**src/rtl/hc153_scan_pkg.sv**
```systemverilog
// -----------------------------------------------------------------------------
// hc153_scan_pkg
// Shared types and constants for the hc153 scan controller.
//   state_t   : scan sequencer states (2 bits)
//   NUM_CH    : channels per hc153 mux section
//   CH_W      : channel index width
//   FRAME_W   : assembled frame width (two sections x NUM_CH)
//   set_bit   : returns a 4-bit shadow word with one channel bit replaced
// -----------------------------------------------------------------------------
package hc153_scan_pkg;

    localparam int NUM_CH  = 4;
    localparam int CH_W    = 2;
    localparam int FRAME_W = 8;

    typedef enum logic [1:0] {
        IDLE   = 2'd0,
        SETTLE = 2'd1,
        SAMPLE = 2'd2,
        DONE   = 2'd3
    } state_t;

    // Replace bit 'idx' of a section shadow word with a freshly sampled value.
    function automatic logic [NUM_CH-1:0] set_bit(input logic [NUM_CH-1:0] word,
                                                  input logic [CH_W-1:0]   idx,
                                                  input logic              val);
        logic [NUM_CH-1:0] res;
        res      = word;
        res[idx] = val;
        return res;
    endfunction

endpackage

```
**src/rtl/hc153_settle_timer.sv**
```systemverilog
// -----------------------------------------------------------------------------
// hc153_settle_timer
// Loadable down-counter with a zero flag. Used to hold each select value for
// a fixed number of cycles before the mux outputs are sampled.
// Ports:
//   clk      : clock, rising edge
//   rst_n    : asynchronous active-low reset (count -> 0)
//   load     : load load_val (has priority over dec)
//   load_val : value to load
//   dec      : decrement by one; ignored when already zero
//   zero     : high while the count is zero
// -----------------------------------------------------------------------------
module hc153_settle_timer #(
    parameter int CNT_W = 4
) (
    input  logic             clk,
    input  logic             rst_n,
    input  logic             load,
    input  logic [CNT_W-1:0] load_val,
    input  logic             dec,
    output logic             zero
);

    logic [CNT_W-1:0] count_r;

    // Count register: load wins over decrement, saturates at zero.
    always_ff @(posedge clk or negedge rst_n) begin
        if (!rst_n) begin
            count_r <= {CNT_W{1'b0}};
        end else if (load) begin
            count_r <= load_val;
        end else if (dec && (count_r != {CNT_W{1'b0}})) begin
            count_r <= count_r - CNT_W'(1);
        end else begin
            count_r <= count_r;
        end
    end

    assign zero = (count_r == {CNT_W{1'b0}});

endmodule

```
**src/rtl/hc153_scan_ctrl.sv**
```systemverilog
// -----------------------------------------------------------------------------
// hc153_scan_ctrl
// Sequencer that turns an hc153 dual 4:1 mux into a scanned 8-input sampler.
// For each channel 0..3 it drives the A/B selects, waits SETTLE_CYCLES, then
// samples Y1/Y2 into shadow registers. After channel 3 the assembled frame is
// published on data with a one-cycle valid pulse.
//
// Parameters:
//   SETTLE_CYCLES : cycles held on each select before sampling (>= 1)
//   CNT_W         : settle counter width, must hold SETTLE_CYCLES-1
// Ports:
//   sys_clk, sys_rst_n : clock / asynchronous active-low reset
//   run                : scan while high (sampled in IDLE and DONE)
//   y1, y2             : hc153 section outputs
//   sel_a, sel_b       : hc153 channel selects (LSB, MSB)
//   n_g1, n_g2         : hc153 active-low strobes
//   data               : last frame, [3:0]=section 1 ch3..0, [7:4]=section 2
//   valid              : one-cycle pulse when data is updated
//   busy               : high whenever the sequencer is not idle
// Configuration:
//   HC153_SCAN_DEBOUNCE_EN : when defined, a frame is published only if it
//                            equals the previous completed frame.
// -----------------------------------------------------------------------------
module hc153_scan_ctrl
    import hc153_scan_pkg::*;
#(
    parameter int SETTLE_CYCLES = 2,
    parameter int CNT_W         = 4
) (
    input  logic               sys_clk,
    input  logic               sys_rst_n,
    input  logic               run,
    input  logic               y1,
    input  logic               y2,
    output logic               sel_a,
    output logic               sel_b,
    output logic               n_g1,
    output logic               n_g2,
    output logic [FRAME_W-1:0] data,
    output logic               valid,
    output logic               busy
);

    generate
        if (SETTLE_CYCLES < 1) begin : g_bad_settle
            $error("hc153_scan_ctrl: SETTLE_CYCLES must be >= 1");
        end
        if ((CNT_W < 1) || ((SETTLE_CYCLES - 1) >= (1 << CNT_W))) begin : g_bad_cnt_w
            $error("hc153_scan_ctrl: CNT_W too narrow for SETTLE_CYCLES-1");
        end
    endgenerate

    localparam logic [CNT_W-1:0] SETTLE_LOAD = CNT_W'(SETTLE_CYCLES - 1);
    localparam logic [CH_W-1:0]  LAST_CH     = CH_W'(NUM_CH - 1);

    state_t              state_r;
    state_t              state_nxt_s;
    logic [CH_W-1:0]     ch_r;
    logic [CH_W-1:0]     ch_nxt_s;
    logic [NUM_CH-1:0]   shadow1_r;
    logic [NUM_CH-1:0]   shadow2_r;
    logic [NUM_CH-1:0]   frame1_s;
    logic [NUM_CH-1:0]   frame2_s;
    logic [FRAME_W-1:0]  new_frame_s;
    logic [FRAME_W-1:0]  data_r;
    logic                valid_r;
    logic                busy_r;
    logic                n_g_r;
    logic                load_s;
    logic                dec_s;
    logic                capture_s;
    logic                frame_done_s;
    logic                accept_s;
    logic                zero_s;

    hc153_settle_timer #(
        .CNT_W (CNT_W)
    ) u_settle_timer (
        .clk      (sys_clk),
        .rst_n    (sys_rst_n),
        .load     (load_s),
        .load_val (SETTLE_LOAD),
        .dec      (dec_s),
        .zero     (zero_s)
    );

    // The last channel's sample is merged combinationally so the complete
    // frame can be loaded into data on the same edge that enters DONE.
    assign frame1_s    = set_bit(shadow1_r, ch_r, y1);
    assign frame2_s    = set_bit(shadow2_r, ch_r, y2);
    assign new_frame_s = {frame2_s, frame1_s};

    // Next-state, channel and timer control.
    always_comb begin
        state_nxt_s  = state_r;
        ch_nxt_s     = ch_r;
        load_s       = 1'b0;
        dec_s        = 1'b0;
        capture_s    = 1'b0;
        frame_done_s = 1'b0;
        case (state_r)
            IDLE: begin
                if (run) begin
                    state_nxt_s = SETTLE;
                    ch_nxt_s    = {CH_W{1'b0}};
                    load_s      = 1'b1;
                end else begin
                    state_nxt_s = IDLE;
                end
            end
            SETTLE: begin
                if (zero_s) begin
                    state_nxt_s = SAMPLE;
                end else begin
                    dec_s = 1'b1;
                end
            end
            SAMPLE: begin
                capture_s = 1'b1;
                if (ch_r == LAST_CH) begin
                    state_nxt_s  = DONE;
                    frame_done_s = 1'b1;
                end else begin
                    state_nxt_s = SETTLE;
                    ch_nxt_s    = ch_r + CH_W'(1);
                    load_s      = 1'b1;
                end
            end
            DONE: begin
                // Channel returns to 0 only on the way out of DONE.
                ch_nxt_s = {CH_W{1'b0}};
                if (run) begin
                    state_nxt_s = SETTLE;
                    load_s      = 1'b1;
                end else begin
                    state_nxt_s = IDLE;
                end
            end
            default: begin
                state_nxt_s = IDLE;
                ch_nxt_s    = {CH_W{1'b0}};
            end
        endcase
    end

`ifdef HC153_SCAN_DEBOUNCE_EN
    logic [FRAME_W-1:0] prev_frame_r;

    assign accept_s = frame_done_s && (new_frame_s == prev_frame_r);

    // Remember every completed frame, accepted or not.
    always_ff @(posedge sys_clk or negedge sys_rst_n) begin
        if (!sys_rst_n) begin
            prev_frame_r <= {FRAME_W{1'b0}};
        end else if (frame_done_s) begin
            prev_frame_r <= new_frame_s;
        end else begin
            prev_frame_r <= prev_frame_r;
        end
    end
`else
    assign accept_s = frame_done_s;
`endif

    // Sequencer state, shadows and registered outputs.
    always_ff @(posedge sys_clk or negedge sys_rst_n) begin
        if (!sys_rst_n) begin
            state_r   <= IDLE;
            ch_r      <= {CH_W{1'b0}};
            shadow1_r <= {NUM_CH{1'b0}};
            shadow2_r <= {NUM_CH{1'b0}};
            data_r    <= {FRAME_W{1'b0}};
            valid_r   <= 1'b0;
            busy_r    <= 1'b0;
            n_g_r     <= 1'b1;
        end else begin
            state_r <= state_nxt_s;
            ch_r    <= ch_nxt_s;
            if (capture_s) begin
                shadow1_r <= frame1_s;
                shadow2_r <= frame2_s;
            end
            if (accept_s) begin
                data_r <= new_frame_s;
            end
            valid_r <= accept_s;
            busy_r  <= (state_nxt_s != IDLE);
            // Strobes enabled in every non-idle state, including DONE.
            n_g_r   <= (state_nxt_s == IDLE);
        end
    end

    assign sel_a = ch_r[0];
    assign sel_b = ch_r[1];
    assign n_g1  = n_g_r;
    assign n_g2  = n_g_r;
    assign data  = data_r;
    assign valid = valid_r;
    assign busy  = busy_r;

endmodule
```
**config.mk**
```make
export PLATFORM = sky130hd
export DESIGN_NAME = hc153_scan_ctrl
export DESIGN_NICKNAME = d
export VERILOG_FILES = /design/src/rtl/hc153_scan_pkg.sv /design/src/rtl/hc153_settle_timer.sv /design/src/rtl/hc153_scan_ctrl.sv
export SDC_FILE = /design/constraint.sdc
export NUM_CORES = 1
export LEC_CHECK = 0
export ABC_AREA = 1
export CORE_UTILIZATION = 47
export DETAILED_ROUTE_END_ITERATION = 10
export PLACE_DENSITY = 0.74
export REMOVE_ABC_BUFFERS = 1
export SETUP_SLACK_MARGIN = 0.5
export SYNTH_ARGS = -nofsm -noshare
export SYNTH_HDL_FRONTEND = slang
export SYNTH_SLANG_ARGS = --single-unit
```
**constraint.sdc**
```tcl
create_clock -name sys_clk -period 1.4 [get_ports sys_clk]
set_clock_uncertainty 0.15 [all_clocks]
set_input_delay 0.28 -clock sys_clk [delete_from_list [all_inputs] [get_ports sys_clk]]
set_output_delay 0.28 -clock sys_clk [all_outputs]
set_load 0.05 [all_outputs]
```
* Word level (Yosys, flattened, before mapping)
Index checks and enable logic that the tools add are counted.
** Word-level totals
- Flip-flop bits (word level) :: 27
- Output and inout port bits :: 14
** Operators by class
- $add $sub $neg :: 2
- Order comparisons :: 2
- Equal/unequal tests :: 6
- Multiplexer cells :: 21
- Reduce and logical (&&, ||, !) cells :: 11
** Operators with widths (count)
- $pmux 2 s3 :: 2
- $mux 1 :: 9
- $bwmux 4 :: 2
- $mux 2 :: 4
- $mux 4 :: 2
- $eq 2x2->1 const B :: 3
- $logic_not 2->1 :: 2
- $logic_not 4->1 :: 1
- $ne 2x2->1 const B :: 2
- $reduce_bool 2->1 :: 2
- $reduce_bool 4->1 :: 1
- $sub 4x1->4 const B :: 1
- $lt 2x3->1 const B :: 1
- $reduce_and 3->1 :: 1
- $reduce_bool 3->1 :: 1
- $add 2x1->2 const B :: 1
- $demux 1 s2 :: 1
- $eq 2x1->1 const B :: 1
- $ge 2x1->1 const B :: 1
- $logic_and 1x1->1 :: 2
- $pmux 1 s2 :: 1
- $reduce_or 2->1 :: 1

* Logic depth before layout (Yosys ltp)
- Depth after elaboration :: 6
- Depth in mapped cells :: 9
- Mapped depth without buffers :: 9

* By module
Synthesis repeated with hierarchy kept, for this count alone.
** Second synthesis, totals
- Cells, all modules :: 167
- Area total of the unflattened synthesis :: 1312.5 µm²
** By module, submodules not included
- hc153_scan_ctrl :: times used 1, cells each 121, area each 1017.2 µm²
- hc153_settle_timer :: times used 1, cells each 46, area each 295.3 µm²

* Worst setup path before layout
OpenSTA, ideal clock, no wires.
- Kind :: register -> register
- Start point :: register ch_r[0]
- End point :: register busy_r, in the netlist busy
- Library setup time :: 0.120 ns
- Arrival :: 1.357 ns
- Data required time :: 1.130 ns
- Setup slack :: -0.227 ns
- Stages on the path, launching flop included :: 7
- Path buffers :: 1
- Period minus slack after synthesis :: 1.627 ns
- Cell sequence :: dfrtp_1 ha_1 nand2_1 inv_2 buf_4 o22ai_1 nand2_1
** Between the ends
- Word-level cells in the longest chain between the ends :: 4
** RTL lines
- from (decl) :: RTL line hc153_scan_ctrl.sv:58 : logic [CH_W-1:0] ch_r;
- from (signal assigned) :: RTL line hc153_scan_ctrl.sv:169 : ch_r <= {CH_W{1'b0}};
- from (signal assigned) :: RTL line hc153_scan_ctrl.sv:178 : ch_r <= ch_nxt_s;
- $eq 2x2->1 :: RTL line hc153_scan_ctrl.sv:120 : if (ch_r == LAST_CH) begin
- $mux 2 :: RTL line hc153_scan_ctrl.sv:120
- $pmux 2 s3 :: RTL line hc153_scan_ctrl.sv:101 : case (state_r)
- $reduce_bool 2->1 :: RTL line hc153_scan_ctrl.sv:187 : busy_r <= (state_nxt_s != IDLE);
- to (signal assigned) :: RTL line hc153_scan_ctrl.sv:187
- to (decl) :: RTL line hc153_scan_ctrl.sv:67 : logic busy_r;
No other way between the ends.
A chain may end at the register's enable or synchronous reset.

* Final worst setup path
- Start point :: register ch_r[1]
- End point :: register shadow2_r[2]
** Between the ends
- Word-level cells in the longest chain between the ends :: 5
- Elaborated cells between the ends (all ways) :: 6
- Classes of those cells :: order compare: 2; mux: 3; reduce/logical: 1
** RTL lines
- $lt 2x3->1 (implied by the code) or $ge 2x1->1 (tied branches) :: RTL line hc153_scan_pkg.sv:29 : res[idx] = val;
- $logic_and 1x1->1 (implied by the code) :: RTL line hc153_scan_pkg.sv:29
- $mux 1 (implied by the code) :: RTL line hc153_scan_pkg.sv:29
- $demux 1 s2 * :: RTL line hc153_scan_pkg.sv:29
- $bwmux 4 * :: RTL line hc153_scan_pkg.sv:29
- to (signal assigned) :: RTL line hc153_scan_ctrl.sv:171 : shadow2_r <= {NUM_CH{1'b0}};
- to (signal assigned) :: RTL line hc153_scan_ctrl.sv:181 : shadow2_r <= frame2_s;
- to (decl) :: RTL line hc153_scan_ctrl.sv:61 : logic [NUM_CH-1:0] shadow2_r;
Every way passes the cells marked *; elsewhere a longest branch is shown, timed or not.

==> flow_metrics.env <==
export IMPL_status="finished, violations left"
export IMPL_violations="setup timing"
export IMPL_worst_slew_pin_slew_ns=0.296
export IMPL_grt_max_degree=26
export IMPL_crit_fanout=4
export IMPL_stdcell_area_mm2=0.00236
export IMPL_synth_area_leaders="dfrtp_1, nand2_1, ha_1, o21ai_0, inv_1"
export IMPL_core_area_mm2=0.00252
export IMPL_final_setup_tns_ns=-2.57
export IMPL_areaGrowthSynthToFinish_pct=86.2
export IMPL_die_y_um=54.0
export IMPL_cts_tree="built"
export IMPL_rsz0062_at_grt="yes"
export IMPL_final_util=0.937
export IMPL_yosysUniqueCellTypes=21
export IMPL_drive_above_1_share=0.602
export IMPL_regArea_um2=631
export IMPL_via_count=1404
export IMPL_min_period_ns=1.60
export IMPL_timing_hold_ws_ns=0.128
export IMPL_seqPwrFrac=0.246
export IMPL_cts_sinks=25
export IMPL_ios=19
export IMPL_setup_viol=28
export IMPL_synth_largest_area_cell="dfrtp_1"
export IMPL_synthCells=148
export IMPL_gp_congestion=0.758
export IMPL_dp_hpwl_um=1880
export IMPL_fmax_mhz=625
export IMPL_sw_frac_of_total=0.472
export IMPL_antenna_found_initial=0
export IMPL_synth_seq_area_share=0.494
export IMPL_slew_headroom=0.802
export IMPL_ctsHoldBuffers=0
export IMPL_drt_pass1_iter_count=4
export IMPL_synth_warnings=0
export IMPL_synth_adder_area_share=0.108
export IMPL_synth_top_family_by_area="simple AND/OR/NAND/NOR gates"
export IMPL_nets=223
export IMPL_final_setup_worst_slack_ns=-0.199
export IMPL_reg2reg_slack_ns=-0.20
export IMPL_maxSlewViolCount=0
export IMPL_comb_power_share=0.680
export IMPL_cap_violations=0
export IMPL_critPathRequiredTime_ns=1.51
export IMPL_synth_seq_cells=25
export IMPL_h_tree_depth=1
export IMPL_peakVddDrop_v=0.00206
export IMPL_grt_overflow_total=0
export IMPL_netlist_area_mm2=0.00127
export IMPL_p_int_mw=2.50
export IMPL_antenna_left=0
export IMPL_hold_violations=0
export IMPL_startpoint_type="flop"
export IMPL_r2r_cells=6
export IMPL_rows=18
export IMPL_numCtsBuffers=3
export IMPL_p_total_mw=4.74
export IMPL_power_density_mw_per_mm2=2000
export IMPL_critical_path_arrival_ns=1.71
export IMPL_clkTransAtPathRegs_ns=0.16
export IMPL_placed_cell_area_mm2=0.00172
export IMPL_die_area_mm2=0.00291
export IMPL_synth_compound_area_share=0.107
export IMPL_wire_per_inst_um=21.7
export IMPL_period_share=1.14
export IMPL_fillCellCount=80
export IMPL_cts_root_buffer="clkbuf_4"
export IMPL_drt_iter0_drc=81
export IMPL_drc=0
export IMPL_placed_cells_incl_taps=205
export IMPL_grt_pass1_vias=1284
export IMPL_synthMuxAreaShare=0
export IMPL_dp_slack_ns=-0.116
export IMPL_routed_via_density=5.95
export IMPL_finalNonFillerCells=236
export IMPL_fp_dieW_um=54.0
export IMPL_crit_type="flop to flop"
export IMPL_io_buffers=18
export IMPL_synth_top_area_share=0.473
export IMPL_start_util=0.503
export IMPL_insertion_delay_ns=0.33
export IMPL_clock_power_share=0.074
export IMPL_cp_end_kind="flop"
export IMPL_hold_class="primary input to asynchronous set/reset pin"
export IMPL_wl_um=5120
export IMPL_p_switching_mw=2.23
export IMPL_multi_input_area_um2=835
export IMPL_grt_util_all_layers=0.316
export IMPL_grt_pass1_wl_um=6260
export IMPL_avgSynthCellArea_um2=8.57
export IMPL_n_antenna_cell=0
export IMPL_cts_path_max_buffers=2
export IMPL_synth_xor_area_frac=0
export IMPL_yosys_area_share_simple=0.212
export IMPL_p_leak_nw=1.10
-- worst paths after layout --
| check | from | endpoint |
|---|---|---|
| max in group asynchronous | sys_rst_n | n_g1 |
| max | ch_r[1] | shadow2_r[2] |
| max reg2reg | ch_r[1] | shadow2_r[2] |
| min reg2reg | shadow1_r[2] | shadow1_r[2] |
| min in group sys_clk | shadow1_r[2] | shadow1_r[2] |
| min | sys_rst_n | data[5] |
-- state kept, by name, summed over array words and instances (netlist names) --
name,count
shadow2_r,3
valid,1
data,8
shadow1_r,3
n_g1,1
busy,1
u_settle_timer.count_r,4
state_r,2
ch_r,2
-- power by group through the flow --
stage / sequential [mW] / combinational [mW] / clock, mW
detailed placement: 1.14 / 1.93 / 0
global route: 1.18 / 3.33 / 0.369
CTS: 1.13 / 2.57 / 0.327
finish: 1.16 / 3.22 / 0.352
floorplan: 1.40 / 0.825 / 0
global placement: 1.12 / 1.85 / 0
-- routing by layer --
metal,part of all wire,global-route usage,vias up,wire length (um)
li1,-,-,578,-
met2,0.52,0.591,115,2640
met3,0.083,0.0367,31,424
met4,0.052,0.145,0,267
met1,0.35,0.351,680,1790
met5,0,0,-,0
-- cell families after synthesis --
group / Yosys count
flip-flops: 25
AND/OR/NAND/NOR: 66
buffers and inverters: 24
adder cells (fa/ha/maj): 11
AO/OA/AOI/OAI: 22
-- cell type report --
class,instances,share of cell area
Sequential cell,25,0.267
Tap cell,30,0.0159
Multi-Input combinational cell,99,0.353
Timing Repair Buffer,58,0.315
Inverter,20,0.0381
Clock buffer,4,0.0111
-- synth_stat cells --
library cell  count
buf_4             2
o21ai_4           1
nand2_2           2
nand2_1          52
nor2_1            6
inv_1            16
o21ai_2           1
nand4_1           2
o21ai_1           1
inv_2             4
a21oi_1           1
o21ai_0          15
o22ai_1           1
nand2_4           1
ha_1             11
dfstp_2           1
nand3_1           3
dfrtp_1          24
buf_2             2
a31oi_2           1
a31oi_1           1
-- cells in the final DEF, fill, tap and decap left out, types with 2 or more instances in the layout --
cell | synthesis | routed
o21ai_2 | 1 | 7
dfrtp_1 | 24 | 21
buf_12 | 0 | 18
nand4_1 | 2 | 2
dfrtp_2 | 0 | 3
ha_4 | 0 | 8
buf_6 | 0 | 14
buf_4 | 2 | 21
o21ai_4 | 1 | 2
o21ai_1 | 1 | 8
nand2_2 | 2 | 20
inv_2 | 4 | 6
ha_1 | 11 | 3
clkdlybuf4s50_1 | 0 | 4
nand3_2 | 0 | 2
clkbuf_4 | 0 | 3
inv_1 | 16 | 11
nand2_1 | 52 | 26
nand2_4 | 1 | 9
inv_6 | 0 | 3
nor2_1 | 6 | 3
nor2_4 | 0 | 2
-- repair_timing --
action                                  CTS  global route
endpoints found under the setup margin   39            39
buffers inserted                         17             9
pin swaps                                22            15
gates resized for setup                  83            31
gates cloned                              1             0
-- worst max-delay path, cell delays in order, from the launching register on --
cell	delay (ns)
dfrtp_2	0.48
buf_4	0.16
buf_6	0.11
ha_4	0.18
o21ai_4	0.19
nand2_1	0.14
o21ai_1	0.12
Power figures use the tool's default switching activity.
